`src/rtl/pe_feeder.sv`:
```
// Operand sequencer in front of one PE: buffers a weight/activation vector, streams it
// into the PE one pair per cycle, then returns the accumulator delta as the dot product.
module pe_feeder #(
  parameter int W_BW   = 4,
  parameter int A_BW   = 8,
  parameter int ACC_BW = 32,
  parameter int DEPTH  = 16,
  parameter int PE_LAT = 1
) (
  input  logic              clk,
  input  logic              reset_n,
  input  logic              i_valid,
  output logic              o_ready,
  input  logic [W_BW-1:0]   i_weight,
  input  logic [A_BW-1:0]   i_activation,
  input  logic              i_last,
  output logic [W_BW-1:0]   o_pe_weight,
  output logic [A_BW-1:0]   o_pe_activation,
  input  logic [ACC_BW-1:0] i_pe_calculated,
  output logic              o_result_valid,
  input  logic              i_result_ready,
  output logic [ACC_BW-1:0] o_result
);

  localparam int CNT_W  = $clog2(DEPTH + 1);
  localparam int IDX_W  = (DEPTH > 1) ? $clog2(DEPTH) : 1;
  localparam int DRN_W  = (PE_LAT > 1) ? $clog2(PE_LAT) : 1;
  localparam int PAIR_W = W_BW + A_BW;

  typedef enum logic [1:0] {LOAD, STREAM, DRAIN, OUT} state_e;

  state_e              state_q, state_d;
  logic [CNT_W-1:0]    count_q;
  logic [CNT_W-1:0]    rd_ptr_q;
  logic [DRN_W-1:0]    drain_cnt_q;
  logic [ACC_BW-1:0]   base_q;
  logic [ACC_BW-1:0]   result_q;
  logic                result_valid_q;
  logic [W_BW-1:0]     pe_weight_q;
  logic [A_BW-1:0]     pe_activation_q;
  logic [PAIR_W-1:0]   pair_mem [DEPTH];

  logic                accept;
  logic                load_done;
  logic                stream_done;
  logic                drain_done;
  logic [PAIR_W-1:0]   first_pair;
  logic [PAIR_W-1:0]   next_pair;

  assign accept      = i_valid && (state_q == LOAD);
  assign load_done   = accept && (i_last || (count_q == CNT_W'(DEPTH - 1)));
  assign stream_done = (state_q == STREAM) && (rd_ptr_q == count_q);
  assign drain_done  = (state_q == DRAIN) && (drain_cnt_q == DRN_W'(PE_LAT - 1));

  // A one-pair vector has not reached the buffer yet when STREAM is entered.
  assign first_pair = (count_q == '0) ? {i_weight, i_activation} : pair_mem[0];
  assign next_pair  = pair_mem[rd_ptr_q[IDX_W-1:0]];

  // State register.
  always_ff @(posedge clk) begin
    if (!reset_n) state_q <= LOAD;
    else          state_q <= state_d;
  end

  // Next-state logic.
  always_comb begin
    // NOTE: default assignment first so no path through the case leaves state_d unassigned (no latch).
    state_d = state_q;
    unique case (state_q)
      LOAD:    if (load_done)      state_d = STREAM;
      STREAM:  if (stream_done)    state_d = DRAIN;
      DRAIN:   if (drain_done)     state_d = OUT;
      OUT:     if (i_result_ready) state_d = LOAD;
      default:                     state_d = LOAD;
    endcase
  end

  // Output logic.
  always_comb begin
    o_ready         = (state_q == LOAD);
    o_pe_weight     = pe_weight_q;
    o_pe_activation = pe_activation_q;
    o_result        = result_q;
    o_result_valid  = result_valid_q;
  end

  // NOTE: the pair buffer has no reset; its contents are only read after being written.
  always_ff @(posedge clk) begin
    if (accept) pair_mem[count_q[IDX_W-1:0]] <= {i_weight, i_activation};
  end

  // NOTE: sequential state uses non-blocking assignments so every register samples pre-edge values.
  always_ff @(posedge clk) begin
    if (!reset_n) begin
      count_q         <= '0;
      rd_ptr_q        <= '0;
      drain_cnt_q     <= '0;
      base_q          <= '0;
      result_q        <= '0;
      result_valid_q  <= 1'b0;
      pe_weight_q     <= '0;
      pe_activation_q <= '0;
    end else begin
      unique case (state_q)
        LOAD: begin
          if (accept) count_q <= count_q + CNT_W'(1);
          if (load_done) begin
            {pe_weight_q, pe_activation_q} <= first_pair;
            rd_ptr_q <= CNT_W'(1);
          end
        end
        STREAM: begin
          // Operands have been zero until now, so the PE output is the pre-vector accumulator.
          if (rd_ptr_q == CNT_W'(1)) base_q <= i_pe_calculated;
          if (stream_done) begin
            pe_weight_q     <= '0;
            pe_activation_q <= '0;
            drain_cnt_q     <= '0;
          end else begin
            {pe_weight_q, pe_activation_q} <= next_pair;
            rd_ptr_q <= rd_ptr_q + CNT_W'(1);
          end
        end
        DRAIN: begin
          if (drain_done) begin
            result_q       <= i_pe_calculated - base_q;
            result_valid_q <= 1'b1;
          end else begin
            drain_cnt_q <= drain_cnt_q + DRN_W'(1);
          end
        end
        OUT: begin
          if (i_result_ready) begin
            result_valid_q <= 1'b0;
            count_q        <= '0;
          end
        end
        default: ;
      endcase
    end
  end

endmodule

```
`config.mk`:
```
export PLATFORM = sky130hd
export DESIGN_NAME = pe_feeder
export DESIGN_NICKNAME = d
export VERILOG_FILES = /design/src/rtl/pe_feeder.sv
export SDC_FILE = /design/constraint.sdc
export NUM_CORES = 1
export LEC_CHECK = 0
export ABC_CLOCK_PERIOD_IN_PS = 6600
export CORE_MARGIN = 2
export CORE_UTILIZATION = 50
export DETAILED_ROUTE_END_ITERATION = 6
export PLACE_DENSITY = 0.7
export SLEW_MARGIN = 25
export SYNTH_ARGS = -nofsm -noshare
export SYNTH_HDL_FRONTEND = slang
export SYNTH_SLANG_ARGS = --single-unit
```
`constraint.sdc`:
```
create_clock -name clk -period 6.6 [get_ports clk]
set_input_delay 1.65 -clock clk [delete_from_list [all_inputs] [get_ports clk]]
set_output_delay 1.65 -clock clk [all_outputs]
set_load 0.02 [all_outputs]
```
==> key figures, run 1 <==
Synth
  • Library cells used by synthesis: 62
  • Share of synthesized area occupied by flip-flops and latches: 58.35%
  • Count of mapped cells out of synthesis: 1040
  • Number of nets produced by synthesis: 1132
  • Post-synth design cell area: approximately 0.013 mm²
  • Syn avg cell area: about 13 µm²
  • Yosys warning count: 0
  • Synth async-reset ratio: 0%
  • Cell type contributing the most total cell area after synthesis: edfxtp_1
  • #FFs+latches synth: 286
  • Yosys top cell area share: 43.99%
  • Number of enable-type register cells in the synthesized netlist: 192
  • Leading cell types by total area after synthesis: edfxtp_1 44%, dfxtp_1 14%, mux4_2 8.4%
  • Primary FF master, synth: edfxtp_1

STA
  • Max-slew violations: 0
  • Clock Skews: between 0.01 and 0.015 ns
  • Final setup violating endpoints: 0
  • Slew Limit Headroom: 33.29%
  • Final TNS setup: 0 ns
  • Final worst path period share: 61.63%
  • Worst-margin pin slew: 0.9992 ns
  • Hold Violations, Final: 0
  • Unrepaired setup endpoints after global routing: false
  • Maximum clock frequency: 245.9 MHz
  • Min cycle time layout: 4.067 ns

Global route
  • Antenna violations before repair: 0
  • Global routing usage summed across all routing layers: 21.61%
  • Vias in the first global route: between 8k and 9k
  • Pin count of the biggest net entering global routing: 52
  • Global-route congestion overflow total: 0
  • Global-route wire length before repair: 47400 µm

Worst setup path
  • CP startpoint kind: input port
  • Reg2Reg Depth: 8
  • Reg2reg start: state_q[1]
  • CP max FO: 4
  • Worst EP arrival: 4.51 ns
  • Reg2reg setup slack: approximately 3.8 ns
  • Worst EP required: just over 7 ns
  • Capturing element type of the critical path: flop
  • Worst setup path class: input port to flop

Floorplan
  • Width of the chip: 165.9 µm
  • Starting utilization of the core area: 50.58%
  • I/O pin total: 95
  • Die height: about 170 µm
  • Die Footprint: 0.02752 mm²
  • Site Rows: 59
  • Core area: 0.02591 mm²

Drt
  • Via count normalized by instance count: 5.744
  • Remaining antenna violation count after routing: 0
  • Average wire per cell in the routed design: 19.99 µm
  • First DRT Iteration DRCs: 681
  • Length of the first detailed-routing pass in iterations: 5
  • Top routing layer in use: met4
  • WL final: 29850 µm
  • DRC: 0
  • Detailed-routing wirelength on met1: around 13000 µm
  • Sum of met2 wire segment lengths after detailed routing: ~14000 µm
  • Vias after detailed routing: between 8k and 9k
  • Total met3 wirelength after detailed routing: 1825 µm

Power and ir drop
  • Net Sw Power: 1.568 mW
  • Power consumption: 5.259 mW
  • Worst voltage drop across the vdd grid: roughly 0.3 mV
  • Sw Ratio: between 20 and 30%
  • Sequential share of power: 41.9%
  • Leakage component of the power: 5.212 nW
  • Power Dens Cells: 339.3 mW/mm²
  • Logic gate share of total power: 26.3%
  • Int Power: 3.690 mW
  • Share of power burned in the clock network: 31.8%

Clock tree
  • Clock root cell: clkbuf_16
  • Buffers inserted during post-CTS setup optimization: 0
  • Total CTS buffers: 30
  • H-Tree Level Count: 1
  • Clock tree from TritonCTS: done
  • Clock Path Buffers: 3
  • PostCTS Resize Cnt: 0
  • Clock sink count: about 290
  • Total of hold buffers inserted after clock tree synthesis: 0
  • Source-to-sink clock delay at the later pin of the worst-skew pair: 0.57 ns
  • Clk pin slew, worst setup/hold paths: 0.06 ns

Placement
  • Input/output buffers: 94
  • HPWL Detailed: 19360 µm
  • Final weighted congestion in routability-driven placement: 0.8717

Min path
  • Path category of the worst min-delay check: flop to flop
  • WHS Endpoint: o_result[21]
  • Worst Hold Depth: 2
  • Startpoint of the lowest-slack hold path: o_result[21]

Finish
  • Synthesis-to-layout area growth: 18.27%
  • Fill count: 2027
  • Proportion of layout cells with a drive suffix above 1: 13.30%
  • Total Nets Final: 1226
  • Diode insertion count for antenna repair: 0

Job
  • MaxCap Viol Count: 0

Status
  • Outcome: completed
metal layers:
layer	up-vias	GRT usage (%)
met1	4197	30.42
met3	45	3.432
met2	256	35.65
li1	4078	-
met4	0	5.066
met5	-	0
synth_stat cells (4+ instances only):
cell type / number
nor2b_1: 19
a31oi_1: 5
nand3_1: 14
o211ai_1: 9
mux2i_1: 24
ha_1: 42
a21boi_0: 36
nand2b_1: 9
buf_2: 11
or3_1: 7
dfxtp_1: 94
inv_1: 45
o21a_1: 11
xor2_1: 13
nor2_1: 49
nor3_1: 11
a21oi_1: 34
o31ai_1: 5
a21o_1: 11
o21ai_0: 47
a211oi_1: 25
edfxtp_1: 192
clkbuf_1: 41
a221o_1: 4
nand4_1: 17
and2_1: 11
mux4_2: 49
nand2_1: 131
o221a_2: 11
xnor2_1: 15
state kept, by name (all words and copies together), names as in the netlist, named ones only:
register,count
base_q,32
count_q,5
drain_cnt_q,1
o_pe_activation,8
o_pe_weight,4
o_result,32
o_result_valid,1
pair_mem,192
rd_ptr_q,5
state_q,2
layout make-up:
cell class                      count  area [µm²]  area share (%)
Timing Repair Buffer              116        1126           7.265
Multi-Input combinational cell    655        5126           33.07
Clock inverter                     10       103.9          0.6700
Inverter                           45       168.9           1.090
Tap cell                          335       419.2           2.704
Clock buffer                       46       902.1           5.820
Sequential cell                   286        7654           49.38
cell families (layout without fill, tap and decap cells):
| kind of cell | count (synthesis) | in the layout | share of synthesized area, % |
|---|---|---|---|
| AO/OA/AOI/OAI | 230 | 230 | 12.58 |
| XOR/XNOR | 28 | 28 | 1.871 |
| adder cells (fa/ha/maj) | 43 | 43 | 4.163 |
| buffers and inverters | 99 | 217 | 2.941 |
| flip-flops | 286 | 286 | 58.35 |
| multiplexers | 73 | 73 | 10.25 |
| AND/OR/NAND/NOR | 281 | 281 | 9.834 |
how the worst max path moves through the flow:
stage	startpoint	end	slack [ns]	cells past startpoint
final	i_pe_calculated[0]	o_result[30]	2.53	11
after global routing	i_pe_calculated[0]	o_result[30]	2.39	11
after CTS	i_pe_calculated[0]	o_result[30]	2.54	11
after detailed placement	i_pe_calculated[0]	o_result[30]	1.95	11
after global placement	i_pe_calculated[0]	o_result[30]	1.96	11
after floorplan	i_pe_calculated[0]	o_result[30]	2.72	10
through the flow:
| step | setup WS [ns] | std cells | util [%] | hold WS [ns] | instance area (µm²) |
|---|---|---|---|---|---|
| floorplan | 2.724 | 1040 | - | 0.4379 | 13110 |
| global placement | 1.958 | 1435 | 55.72 | 0.4347 | 14440 |
| detailed placement | 1.951 | 1436 | 55.83 | 0.4458 | 14470 |
| CTS | 2.536 | 1492 | 59.71 | 0.4559 | 15470 |
| global route | 2.388 | 1493 | 59.82 | 0.4827 | 15500 |
| finish | 2.533 | 1493 | 59.82 | 0.4518 | 15500 |
power groups by stage:
stage                     clock [mW]  sequential (mW)  combinational, mW
after floorplan                    0             2.27              0.856
after detailed placement           0             2.28               1.33
after global routing            1.77             2.22               1.51
after CTS                       1.70             2.24               1.34
final                           1.67             2.20               1.38
after global placement             0             2.28               1.30
cell usage in the layout (no fill, tap or decap), drive strengths merged, types with 5 or more instances in the layout:
cell and count:
edfxtp 192, nand2 131, dfxtp 94, clkdlybuf4s50 93, nor2 50, mux4 49
o21ai 49, clkbuf 46, inv 45, ha 42, a21boi 36, a21oi 35
a211oi 25, mux2i 24, buf 23, nor2b 19, nand4 17, xnor2 15
nand3 14, xor2 13, a21o 12, and2 11, o21a 11, o221a 11
nor3 11, nand2b 9, o211ai 9, or3 7, clkinv 7, o31ai 6
a31oi 5
critical path: stages:
cell             delay, ns
clkdlybuf4s50_1       0.48
inv_1                 0.05
ha_1                  0.21
fa_1                  0.41
nor2b_1               0.17
o2111ai_1             0.23
a2111oi_4             0.53
o21a_1                0.21
nor2_1                0.07
and4_1                0.21
or3_1                 0.29
Power figures use the tool's default switching activity.
==> run 2: changes to the inputs <==
- ABC_CLOCK_PERIOD_IN_PS: 6600 -> 4100
- clock period: 6.6 -> 4.1 ns (I/O delays scaled with it)
==> run 2 against run 1 <==
Die area unchanged. Cell count up 0.80%. Sequential share of layout area down 0.075 points.
==> key figures, run 2 (synthesized netlist as in run 1, its figures left out) <==
Worst setup path
  • Reg2reg setup slack: 1.16 ns (-2.59 ns)
  • Critical register-to-register path endpoint: rd_ptr_q[3]
  • Reg2reg start: state_q[1]
  • End point of the critical path: o_result[30]
  • Reg2Reg Depth: 8 (unchanged)
  • Largest stage delay on the critical path: 0.55 ns (+0.02 ns)
  • Series of cell instances along the critical path: clkdlybuf4s50_1 -> inv_1 -> ha_1 -> fa_1 -> nor2b_1 -> o2111ai_1 -> a2111oi_4 -> o21a_1 -> nor2_1 -> and4_1 -> or3_1
  • Buffering stage count on the worst path with inverters included: 2 (unchanged)
  • Cell family with the largest share of critical-path delay: compound AO/OA/AOI/OAI gates
  • Worst setup path class: input port to flop
  • Worst EP arrival: 3.90 ns (-0.61 ns)
  • Standard cell with the maximum stage delay on the critical path: a2111oi_4
  • Worst EP required: 4.53 ns (-2.52 ns)
  • Launching instance or port of the critical path: i_pe_calculated[0]
  • Capturing element type of the critical path: flop
  • CP max FO: 4 (unchanged)
  • Total stage count of the critical path: 11 (unchanged)
  • CP startpoint kind: input port

Drt
  • Vias after detailed routing: 8649 (+0.85%)
  • Remaining antenna violation count after routing: 0 (unchanged)
  • Length of the first detailed-routing pass in iterations: 4 (-1)
  • WL final: 30010 µm (+0.54%)
  • First DRT Iteration DRCs: 772 (+13%)
  • Via count normalized by instance count: 5.747 (about the same)
  • Average wire per cell in the routed design: 19.94 µm (-0.26%)
  • DRC: 0 (unchanged)

Global route
  • Global-route wire length before repair: 47980 µm (+1.2%)
  • Global routing usage summed across all routing layers: 21.84% (+0.23 points)
  • Global-route congestion overflow total: 0 (unchanged)
  • Vias in the first global route: 8718 (+3.1%)
  • Pin count of the biggest net entering global routing: 49 (-5.8%)
  • Antenna violations before repair: 0 (unchanged)

Finish
  • Synthesis-to-layout area growth: 18.45%
  • Most common cell after layout, fill and taps aside: edfxtp_1
  • Post-layout utilization of the core: 59.91% (+0.092 points)
  • Highest-count cells in the layout ignoring fill and taps: 192 x edfxtp_1, 131 x nand2_1, 93 x clkdlybuf4s50_1
  • Number of flip-flops in the largest register: 192 (unchanged)
  • Fill count: 2030 (+0.15%)
  • Total Nets Final: 1238 (+0.98%)
  • Proportion of layout cells with a drive suffix above 1: 13.50% (+0.21 points)
  • Diode insertion count for antenna repair: 0 (unchanged)
  • Finished layout cell area: 0.01552 mm² (+0.15%)

Min path
  • Path category of the worst min-delay check: flop to flop
  • Worst Hold Depth: 2 (unchanged)

STA
  • Final setup violating endpoints: 0 (unchanged)
  • Hold Slack: 0.4561 ns (+0.004247 ns)
  • Maximum clock frequency: 287.5 MHz
  • Final worst path period share: 84.85%
  • Final TNS setup: 0 ns (unchanged)
  • Min cycle time layout: 3.479 ns
  • Clock Skews: 0.03982 ns (+0.02726 ns)
  • Unrepaired setup endpoints after global routing: false
  • Worst-margin pin slew: 1.006 ns (+0.006988 ns)
  • Max-slew violations: 0 (unchanged)
  • Slew Limit Headroom: 32.83% (-0.47 points)
  • Hold Violations, Final: 0 (unchanged)

Job
  • MaxCap Viol Count: 0 (unchanged)

Power and ir drop
  • Leakage component of the power: 5.239 nW (+0.54%)
  • Power Dens Cells: 542.4 mW/mm² (+60%)
  • Power consumption: 8.420 mW (+60%)
  • Worst voltage drop across the vdd grid: 0.4743 mV (+58%)

Placement
  • Total placed instance area: 0.01454 mm² (+0.49%)
  • Input/output buffers: 94 (unchanged)
  • Final weighted congestion in routability-driven placement: 0.8991 (+3.1%)
  • HPWL Detailed: 19840 µm (+2.5%)

Clock tree
  • Total of hold buffers inserted after clock tree synthesis: 0 (unchanged)
  • Clock tree from TritonCTS: done
  • Buffers inserted during post-CTS setup optimization: 0 (unchanged)
  • Source-to-sink clock delay at the later pin of the worst-skew pair: 0.58 ns (about the same)
  • PostCTS Resize Cnt: 0 (unchanged)
  • Clk pin slew, worst setup/hold paths: 0.06 ns (about the same)
  • Total CTS buffers: 30 (unchanged)
  • Clock sink count: 286 (unchanged)
  • Clock root cell: clkbuf_16
  • H-Tree Level Count: 1 (unchanged)
  • Clock Path Buffers: 3 (unchanged)

Floorplan
  • Site Rows: 59 (unchanged)
  • Core area: 0.02591 mm² (unchanged)
  • Starting utilization of the core area: 50.58% (unchanged)
  • Die Footprint: 0.02752 mm² (unchanged)
  • Die height: 165.9 µm (unchanged)
  • I/O pin total: 95 (unchanged)
  • Width of the chip: 165.9 µm (unchanged)

Status
  • Outcome: completed
-- run 2: cell count changes in the layout (fill, tap and decap cells not counted), moves of 2 or more --
| cell | before | now |
|---|---|---|
| clkinv_2 | 5 | 0 |
| buf_12 | 2 | 0 |
| nor2_2 | 3 | 1 |
| clkbuf_1 | 6 | 11 |
| buf_4 | 20 | 34 |
| nor2_1 | 47 | 49 |
-- run 2: worst min-delay path by stage --
stage,endpoint,startpoint,slack [ns]
2_1_floorplan,drain_cnt_q,drain_cnt_q,0.44
3_3_place_gp,o_result[15],o_result[15],0.43
3_5_place_dp,o_result[16],o_result[16],0.44
4_1_cts,o_result[25],o_result[25],0.45
5_1_grt,base_q[7],base_q[7],0.48
6_report,o_result[25],o_result[25],0.46
-- run 2: layout make-up --
class	instances	area [µm²]	area share (%)
Inverter	45	168.9	1.088
Multi-Input combinational cell	655	5105	32.88
Timing Repair Buffer	128	1191	7.673
Clock buffer	51	929.6	5.989
Tap cell	335	419.2	2.700
Clock inverter	5	56.30	0.3627
Sequential cell	286	7654	49.30
-- run 2: per-layer routing --
layer	global-route usage [%]	up-vias	routed length (µm)
met5	0	-	0
met4	6.200	0	808
met3	3.289	47	1676
met2	35.59	259	14090
met1	30.79	4235	13430
li1	-	4108	-
-- run 2: worst register-to-register path, stage by stage, from the launching register on --
cell and delay (ns):
dfxtp_1 0.34, inv_1 0.08, ha_1 0.74, inv_1 0.23, o22ai_2 0.72, o21a_1 0.32
nand4_1 0.14, xor2_1 0.17, nor2_1 0.13
-- run 2: power by group --
group	internal, mW	switching, mW	total, mW
sequential	3.33	0.249	3.58
combinational	1.03	1.16	2.20
clock	1.54	1.10	2.64
total	5.91	2.51	8.42
-- run 2: metrics by stage --
stage | setup slack, ns | cells
after floorplan | 0.8494 | 1040
after global placement | 0.07788 | 1449
after detailed placement | 0.06031 | 1449
after CTS | 0.6358 | 1505
after global routing | 0.4334 | 1505
final | 0.6212 | 1505
